[src/rtl/mac_pkg.sv]
// Shared types and width helpers for the pairwise multiply-accumulate sequencer.
package mac_pkg;

  typedef enum logic [1:0] {ST_IDLE, ST_MAC, ST_DONE} state_e;

  function automatic int unsigned f_n_terms(input int unsigned n_words);
    return (n_words + 1) / 2;
  endfunction

  // Product width plus enough headroom to sum every term without overflow.
  function automatic int unsigned f_nb_out(input int unsigned n_words, input int unsigned nb_data);
    return 2 * nb_data + $clog2(f_n_terms(n_words));
  endfunction

endpackage

[src/rtl/mac_pair_sequencer_if.sv]
// Vector-in / result-out handshake bundle for mac_pair_sequencer.
interface mac_pair_sequencer_if
  import mac_pkg::*;
#(
  parameter int unsigned N_WORDS = 12,
  parameter int unsigned NB_DATA = 8
);
  localparam int unsigned NB_OUT = f_nb_out(N_WORDS, NB_DATA);

  logic [N_WORDS*NB_DATA-1:0] i_data;
  logic                       i_valid;
  logic                       o_ready;
  logic                       i_abort;
  logic signed [NB_OUT-1:0]   o_data;
  logic                       o_valid;
  logic                       i_ready;
  logic                       o_busy;

  modport master (
    output i_data, i_valid, i_abort, i_ready,
    input  o_ready, o_data, o_valid, o_busy
  );

  modport slave (
    input  i_data, i_valid, i_abort, i_ready,
    output o_ready, o_data, o_valid, o_busy
  );

endinterface

[src/rtl/mac_unit.sv]
// Registered signed multiply-add: acc <= acc + sext(a*b), with clear taking priority over enable.
module mac_unit #(
  parameter int unsigned NB_DATA = 8,
  parameter int unsigned NB_OUT  = 19
) (
  input  logic                      clk_i,
  input  logic                      rst_ni,
  input  logic                      clr_i,
  input  logic                      en_i,
  input  logic signed [NB_DATA-1:0] a_i,
  input  logic signed [NB_DATA-1:0] b_i,
  output logic signed [NB_OUT-1:0]  acc_o
);

  logic signed [2*NB_DATA-1:0] a_ext;
  logic signed [2*NB_DATA-1:0] b_ext;
  logic signed [2*NB_DATA-1:0] prod;
  logic signed [NB_OUT-1:0]    acc_q;
  logic signed [NB_OUT-1:0]    acc_d;

  assign a_ext = (2*NB_DATA)'(a_i);
  assign b_ext = (2*NB_DATA)'(b_i);
  assign prod  = a_ext * b_ext;

  always_comb begin
    acc_d = acc_q;
    if (clr_i) begin
      acc_d = '0;
    end else if (en_i) begin
      acc_d = acc_q + NB_OUT'(prod);
    end
  end

  always_ff @(posedge clk_i or negedge rst_ni) begin
    if (!rst_ni) begin
      acc_q <= '0;
    end else begin
      acc_q <= acc_d;
    end
  end

  assign acc_o = acc_q;

endmodule

[src/rtl/mac_pair_sequencer.sv]
// Sums w[2k]*w[2k+1] over one captured vector using a single shared multiply-add,
// one term per clock, with valid/ready on both sides and a synchronous abort.
module mac_pair_sequencer
  import mac_pkg::*;
#(
  parameter int unsigned N_WORDS = 12,
  parameter int unsigned NB_DATA = 8
) (
  input logic                 clock,
  input logic                 reset,
  mac_pair_sequencer_if.slave bus
);

  localparam int unsigned N_TERMS = f_n_terms(N_WORDS);
  localparam int unsigned NB_OUT  = f_nb_out(N_WORDS, NB_DATA);
  localparam int unsigned NB_CNT  = $clog2(N_TERMS) + 1;
  localparam int unsigned NB_PAD  = 2 * N_TERMS * NB_DATA;
  localparam bit          ODD     = (N_WORDS % 2) == 1;

  localparam logic [NB_CNT-1:0]         LAST_CNT = NB_CNT'(N_TERMS - 1);
  localparam logic signed [NB_DATA-1:0] ONE      = {{(NB_DATA-1){1'b0}}, 1'b1};

  state_e                     state_q;
  logic [N_WORDS*NB_DATA-1:0] vec_q;
  logic [NB_CNT-1:0]          cnt_q;
  logic                       ready_q;
  logic                       valid_q;
  logic                       busy_q;

  logic                       accept;
  logic                       acc_clr;
  logic                       acc_en;
  logic [NB_PAD-1:0]          vec_pad;
  logic signed [NB_DATA-1:0]  op_a;
  logic signed [NB_DATA-1:0]  op_b;
  logic signed [NB_OUT-1:0]   acc;

  assign accept  = (state_q == ST_IDLE) && ready_q && bus.i_valid && !bus.i_abort;
  assign acc_clr = bus.i_abort || accept;
  assign acc_en  = (state_q == ST_MAC);

  // Lone trailing word goes through the multiplier as w*1, which is its sign extension.
  always_comb begin
    vec_pad                       = '0;
    vec_pad[N_WORDS*NB_DATA-1:0]  = vec_q;
    op_a                          = '0;
    op_b                          = '0;
    for (int k = 0; k < N_TERMS; k++) begin
      if (cnt_q == NB_CNT'(k)) begin
        op_a = vec_pad[2*k*NB_DATA +: NB_DATA];
        if (ODD && (k == N_TERMS - 1)) begin
          op_b = ONE;
        end else begin
          op_b = vec_pad[(2*k+1)*NB_DATA +: NB_DATA];
        end
      end
    end
  end

  always_ff @(posedge clock or negedge reset) begin
    if (!reset) begin
      state_q <= ST_IDLE;
      vec_q   <= '0;
      cnt_q   <= '0;
      ready_q <= 1'b0;
      valid_q <= 1'b0;
      busy_q  <= 1'b0;
    end else if (bus.i_abort) begin
      state_q <= ST_IDLE;
      cnt_q   <= '0;
      ready_q <= 1'b1;
      valid_q <= 1'b0;
      busy_q  <= 1'b0;
    end else begin
      unique case (state_q)
        ST_IDLE: begin
          ready_q <= 1'b1;
          if (accept) begin
            vec_q   <= bus.i_data;
            cnt_q   <= '0;
            state_q <= ST_MAC;
            ready_q <= 1'b0;
            busy_q  <= 1'b1;
          end
        end
        ST_MAC: begin
          cnt_q <= cnt_q + NB_CNT'(1);
          if (cnt_q == LAST_CNT) begin
            state_q <= ST_DONE;
            valid_q <= 1'b1;
          end
        end
        ST_DONE: begin
          if (bus.i_ready) begin
            state_q <= ST_IDLE;
            valid_q <= 1'b0;
            busy_q  <= 1'b0;
            ready_q <= 1'b1;
          end
        end
        default: begin
          state_q <= ST_IDLE;
        end
      endcase
    end
  end

  mac_unit #(
    .NB_DATA (NB_DATA),
    .NB_OUT  (NB_OUT)
  ) u_mac_unit (
    .clk_i  (clock),
    .rst_ni (reset),
    .clr_i  (acc_clr),
    .en_i   (acc_en),
    .a_i    (op_a),
    .b_i    (op_b),
    .acc_o  (acc)
  );

  assign bus.o_ready = ready_q;
  assign bus.o_valid = valid_q;
  assign bus.o_busy  = busy_q;
  assign bus.o_data  = acc;

endmodule

[src/flat_wrapper.sv]
// flat-port wrapper written by rule: the top's interface ports become plain ports
module mac_pair_sequencer_flat import mac_pkg::*;
#(
  parameter int unsigned N_WORDS = 12,
  parameter int unsigned NB_DATA = 8
)
  (clock, reset, bus_i_data, bus_i_valid, bus_i_abort, bus_i_ready, bus_o_ready, bus_o_data, bus_o_valid, bus_o_busy);
  mac_pair_sequencer_if #(.N_WORDS(N_WORDS), .NB_DATA(NB_DATA)) bus_i ();
  input logic clock;
  input logic reset;
  input wire logic [$bits(bus_i.i_data)-1:0] bus_i_data;
  input wire logic [$bits(bus_i.i_valid)-1:0] bus_i_valid;
  input wire logic [$bits(bus_i.i_abort)-1:0] bus_i_abort;
  input wire logic [$bits(bus_i.i_ready)-1:0] bus_i_ready;
  output wire logic [$bits(bus_i.o_ready)-1:0] bus_o_ready;
  output wire logic [$bits(bus_i.o_data)-1:0] bus_o_data;
  output wire logic [$bits(bus_i.o_valid)-1:0] bus_o_valid;
  output wire logic [$bits(bus_i.o_busy)-1:0] bus_o_busy;
  assign bus_i.i_data = bus_i_data;
  assign bus_i.i_valid = bus_i_valid;
  assign bus_i.i_abort = bus_i_abort;
  assign bus_i.i_ready = bus_i_ready;
  assign bus_o_ready = bus_i.o_ready;
  assign bus_o_data = bus_i.o_data;
  assign bus_o_valid = bus_i.o_valid;
  assign bus_o_busy = bus_i.o_busy;
  mac_pair_sequencer #(.N_WORDS(N_WORDS), .NB_DATA(NB_DATA)) u_core (.clock(clock), .reset(reset), .bus(bus_i));
endmodule
[config.mk]
export PLATFORM = sky130hd
export DESIGN_NAME = mac_pair_sequencer_flat
export DESIGN_NICKNAME = d
export VERILOG_FILES = /design/src/rtl/mac_pkg.sv /design/src/rtl/mac_pair_sequencer_if.sv /design/src/rtl/mac_unit.sv /design/src/rtl/mac_pair_sequencer.sv /design/src/flat_wrapper.sv
export SDC_FILE = /design/constraint.sdc
export NUM_CORES = 1
export LEC_CHECK = 0
export ABC_AREA = 0
export BUFFER_PORTS_ARGS = -buffer_cell sky130_fd_sc_hd__buf_2
export CAP_MARGIN = 10
export CORE_MARGIN = 1.5
export CORE_UTILIZATION = 59
export DETAILED_ROUTE_END_ITERATION = 8
export MAX_ROUTING_LAYER = met4
export PLACE_DENSITY = 0.79
export SETUP_SLACK_MARGIN = 0.2
export SLEW_MARGIN = 10
export SYNTH_ARGS = -nofsm -noshare
export SYNTH_HDL_FRONTEND = slang
export SYNTH_SLANG_ARGS = --single-unit
[constraint.sdc]
create_clock -name clock -period 9.2 [get_ports clock]
set_input_delay 0.46 -clock clock [delete_from_list [all_inputs] [get_ports clock]]
set_output_delay 0.46 -clock clock [all_outputs]
set_load 0.02 [all_outputs]
* Word-level counts from Yosys, hierarchy flattened
Cells that the tools add are included.
** Storage, ports and cells
- Word-level logic and storage cells :: 71
- Output and inout bits :: 22
- Register bits :: 124
** Operators by class
- Multiplexer cells :: 33
- Reduce and logical (&&, ||, !) cells :: 17
- Add/subtract/negate cells :: 2
- Bitwise gates (word level) :: 1
- Multipliers :: 1
- Eq/ne operators :: 10
** Operators by type and width (count)
- $mux W8 :: 12
- $mux W19 :: 2
- $add A19 B16 Y19 :: 1
- $mul A8 B8 Y16 :: 1
- $reduce_and A3 Y1 :: 4
- $reduce_bool A3 Y1 :: 3
- $eq A4 B2 Y1 const B :: 2
- $eq A4 B3 Y1 const B :: 2
- $mux W1 :: 8
- $mux W2 :: 4
- $mux W4 :: 2
- $pmux W4 S2 :: 1
- $ne A3 B3 Y1 const B :: 2
- $pmux W1 S2 :: 3
- $pmux W2 S3 :: 1
- $add A4 B1 Y4 const B :: 1
- $eq A4 B1 Y1 const B :: 1
- $logic_not A4 Y1 :: 1
- $reduce_and A2 Y1 :: 2
- $logic_and A1 B1 Y1 :: 3
- $ne A3 B2 Y1 const B :: 1
- $eq A2 B1 Y1 const B :: 1
- $eq A2 B2 Y1 const B :: 1
- $logic_not A2 Y1 :: 1
- other kinds (4) :: 4

* Logic depth before layout (Yosys ltp)
- Word-level depth :: 11
- Mapped depth :: 27
- Gate-level depth less buffers :: 25

* Cells and area by module
From an unflattened synthesis, not the netlist that was laid out.
** Unflattened totals
- Cells, all modules :: 868
- Area, all modules :: 9466.6 sq um
** By module, submodules not included
- mac_pair_sequencer :: seq. area each 2627.5 sq um, area each 5248.8 sq um, cells each 444, times used 1
- mac_unit :: seq. area each 475.5 sq um, area each 4217.8 sq um, cells each 424, times used 1

* Least setup slack after synthesis
Ideal clock, no wire load.
- Kind :: reg2reg
- From :: reg u_core.cnt_q[1]
- To :: reg u_core.u_mac_unit.acc_q[16], in the netlist u_core.u_mac_unit.acc_o[16]
- Library setup time :: 130 ps
- Stages on the path, launching flop included :: 24
- Slack :: 2804 ps
- Data arrival time :: 6267 ps
- Required time :: 9070 ps
- Clock period less this slack :: 6396 ps
- Buffers on the path :: 2
- Cells stage by stage :: dfrtp_1 inv_1 ha_1 buf_6 buf_12 a221oi_2 a211o_1 a21oi_1 o22a_2 nor2b_1 fa_1 fa_1 fa_1 inv_1 fa_1 inv_1 ha_1 ha_1 a21o_1 a21o_1 a31o_2 o31ai_2 xor2_1 o21ai_1
** On the way
- Cells in the longest elaborated chain, start to end :: 11
- Elaborated cells between the ends (all ways) :: 22
** Ends and longest elaborated chain
- start, declared :: line mac_pair_sequencer.sv:25 : logic [NB_CNT-1:0] cnt_q;
- start signal, assigned :: line mac_pair_sequencer.sv:87 : cnt_q <= cnt_q + NB_CNT'(1);
- $logic_not A4 Y1 :: line mac_pair_sequencer.sv:49 : if (cnt_q == NB_CNT'(k)) begin
- $mux W8 (6 in a row) :: line mac_pair_sequencer.sv:49
- $mul A8 B8 Y16 * :: line mac_unit.sv:23 : assign prod = a_ext * b_ext;
- $add A19 B16 Y19 * :: line mac_unit.sv:30 : acc_d = acc_q + NB_OUT'(prod);
- $mux W19 * :: line mac_unit.sv:29 : end else if (en_i) begin
- $mux W19 * :: line mac_unit.sv:27 : if (clr_i) begin
- end signal, assigned :: line mac_unit.sv:36 : acc_q <= '0;
- end signal, assigned :: line mac_unit.sv:38 : acc_q <= acc_d;
- end, declared :: line mac_unit.sv:18 : logic signed [NB_OUT-1:0] acc_q;
Every way passes the cells marked *; elsewhere a longest branch is shown, timed or not. The select of a mux whose other input is x is not followed.
A chain may end at the register's enable or synchronous reset.

* Worst setup path in the final report
- From :: reg u_core.cnt_q[1]
- To :: reg u_core.u_mac_unit.acc_q[17], in the netlist u_core.u_mac_unit.acc_o[17]
The elaborated chain is that of the path after synthesis.

==> out/results.txt <==
Num Clock Sinks: 124
FF-to-FF Start: u_core.cnt_q[1]
Ys Warns: 0
kind of critical path: flop to flop
Root Driver: clkbuf_16
vias in the first global route: 6818
setup bufs post-CTS: 0
Max-Cap Viols: 0
core area: 15260 µm²
post-route ant nets: 0
EDFF count, synth: 0
Syn Inst Count: 854
row count: 45
normalized max-slew margin: 23.40%
GR Overflow Total: 0
M1 GR Usage: 36.51%
outcome: finished, final reports clean
final hold violations: 0
crit-path max cell delay: 930 ps
CTS tree: built
CP bufs+invs: 3
CTS Hold Buffers Added: 0
DR DRC count: 0
worst hold-check path type: primary input to async pin
maximum operating frequency: 138.6 MHz
vias per std cell: 5.575
drt total wl: 20420 µm
die area: 16480 µm²
first-pass GRT wire length: 34110 µm
GR peak layer: met2
Port Buffers: 122
RSZ-0062 raised after global routing: no
Syn Nets: 1087
total CTS buffers: 17
crit-path cells: inv_1, ha_2, a221oi_2, a211o_1, a21oi_1, o22a_2, nor2b_1, fa_1, fa_1, fa_1, inv_1, fa_1, inv_1, ha_1, ha_1, nand2_1, a21oi_1, o21a_1, o31ai_4, mux2i_1, a221o_1
CP max-delay cell: nor2b_1
met3 Resource Use GR: 6.237%
worst-skew pair later-pin latency: 430 ps
Reg clk slew, reported paths: 60 ps
Worst-Margin Slew: 1147 ps
Pre-antenna DRT Iters: 5
Initial Util: 60.76%
Post-synth ARST share: 100.0%
Post-CTS Resized: 0
Seq cells post-synth: 124
Setup crit start kind: flop
Tmin final: 7217 ps
post-synth cell types: 54
Worst setup EP type: flop
GR Util met2: 43.83%
critical path arrival: 7520 ps
DR vias: 6640
layout cell share with drive strength beyond 1: 29.35%
die height: 128.4 µm
largest net degree at the start of global routing: 88
Tcrit/Tclk final: 78.44%
DP HPWL: 14900 µm
CP max FO: 52
num ports: 123
drt wl/cell: 17.14 µm
# setup viols final: 0
GP Congestion: 0.9201
synth-to-layout area growth: 14.12%
Mapped Area: 9271 µm²
CP delay by family, top: adder cells
Final Skew: 5.492 ps
most used cell along the critical path: fa_1
H-tree depth: 4
top_reg_cell synth: dfrtp_1
1st-iter DRT viols: 431
Max clock buf depth: 2
die width: 128.4 µm
Total Routing Usage GR: 28.13%
crit path from: u_core.cnt_q[1]
Req. time, crit path: 9500 ps
Pins Over Slew Limit: 0
Final nets: 1198
initial antenna violation count: 2
post-synthesis sequential area ratio: 33.47%
syn_area_per_cell: 10.86 µm²
setup TNS: 0 ps
## cells in the mapped netlist (all sizes together) (2+ instances only)
cell,instances,area [µm²]
or3,3,18.77
dfrtp,124,3103
nand3b,4,33.78
clkbuf,10,37.54
buf,26,166.4
or2,10,62.56
a221oi,13,145.1
xnor2,14,122.6
a21oi,55,282.8
nor2,60,225.2
xor2,4,35.03
nand4,2,12.51
nand3,4,20.02
o22a,2,20.02
o22ai,12,143.9
o21ai,26,137.6
o31ai,2,33.78
a211oi,2,20.02
mux2i,3,30.03
a21o,6,45.04
inv,118,442.9
fa,84,1682
a211o,14,122.6
ha,48,600.6
a22o,8,70.07
nand2,42,157.7
nor3b,4,30.03
mux2,96,1081
a31oi,3,18.77
and2b,6,45.04
nor2b,18,112.6
nand2b,19,118.9
o21bai,3,22.52
## through the flow
| step | cells | cell area (µm²) | hold slack (ps) | util [%] | setup slack [ps] |
|---|---|---|---|---|---|
| 3_3_place_gp | 1157 | 10000 | 474.3 | 65.54 | 2213 |
| 4_1_cts | 1189 | 10570 | 20.90 | 69.29 | 2020 |
| 5_1_grt | 1191 | 10580 | 47.28 | 69.34 | 1538 |
| 2_1_floorplan | 854 | 9271 | 164.4 | - | 2804 |
| 3_5_place_dp | 1157 | 10000 | 476.4 | 65.54 | 2027 |
| 6_report | 1191 | 10580 | 10.46 | 69.34 | 1983 |
## worst reg2reg max path: cells and delay by family (launching register included)
family	cells	cell delay, ps
AO/OA/AOI/OAI	8	1810
adder cells (fa/ha/maj)	7	3540
buffers and inverters	3	190
flip-flops	1	420
multiplexers	1	120
AND/OR/NAND/NOR	2	1010
## layer usage
| metal | vias up | share of wire [%] |
|---|---|---|
| li1 | 3062 | - |
| met1 | 3343 | 43 |
| met2 | 201 | 49 |
| met3 | 34 | 5.9 |
| met4 | 0 | 2.4 |
| met5 | - | 0 |
## area by class of cell
type	instances	area, µm²
well taps	211	264.0
repair buffers	128	658.1
flip-flops and latches	124	3103
multi-input cells	576	5534
clock inverters	14	143.9
fillers	1122	4678
diodes	2	5.005
clock buffers	18	429.2
inverters	118	442.9
## final timing paths
| path | to | slack [ps] | depth (start not counted) |
|---|---|---|---|
| min in group clock | u_core.vec_pad[36] | 260 | 2 |
| worst min register to register | u_core.vec_pad[9] | 500 | 1 |
| worst max register to register | u_core.u_mac_unit.acc_o[17] | 1980 | 21 |
| worst max-delay path | u_core.u_mac_unit.acc_o[17] | 1980 | 21 |
| worst min-delay path | u_core.vec_pad[30] | 10 | 1 |
| max in group asynchronous | u_core.vec_pad[86] | 7750 | 2 |
## state kept, by name, summed over array words and instances (netlist names)
name	cells
u_core.bus.o_busy	1
u_core.bus.o_ready	1
u_core.bus.o_valid	1
u_core.cnt_q	4
u_core.state_q	2
u_core.u_mac_unit.acc_o	19
u_core.vec_pad	96
## cell usage in the layout (no fill, tap or decap), types with 11 or more instances in the layout
cell type / n
dfrtp_1: 124
buf_2: 121
inv_1: 118
mux2_2: 96
fa_1: 84
nor2_1: 60
a21oi_1: 53
ha_1: 46
nand2_1: 41
nand2b_1: 19
o21ai_0: 19
nor2b_1: 18
clkbuf_16: 17
a211o_1: 14
xnor2_1: 14
o22ai_2: 11
## kinds of logic (layout without fill, tap and decap cells)
family / count (synthesis) / in the layout / share of synthesized area (%)
multiplexers: 99 / 99 / 11.98
adder cells (fa/ha/maj): 132 / 132 / 24.62
XOR/XNOR: 18 / 18 / 1.700
other: 0 / 2 / 0
AO/OA/AOI/OAI: 153 / 153 / 12.11
flip-flops: 124 / 124 / 33.47
AND/OR/NAND/NOR: 174 / 174 / 9.150
buffers and inverters: 154 / 278 / 6.977
Power is left out: the tool's default activity adds up to more than one toggle a clock period on the data nets, which glitch-free logic cannot reach.
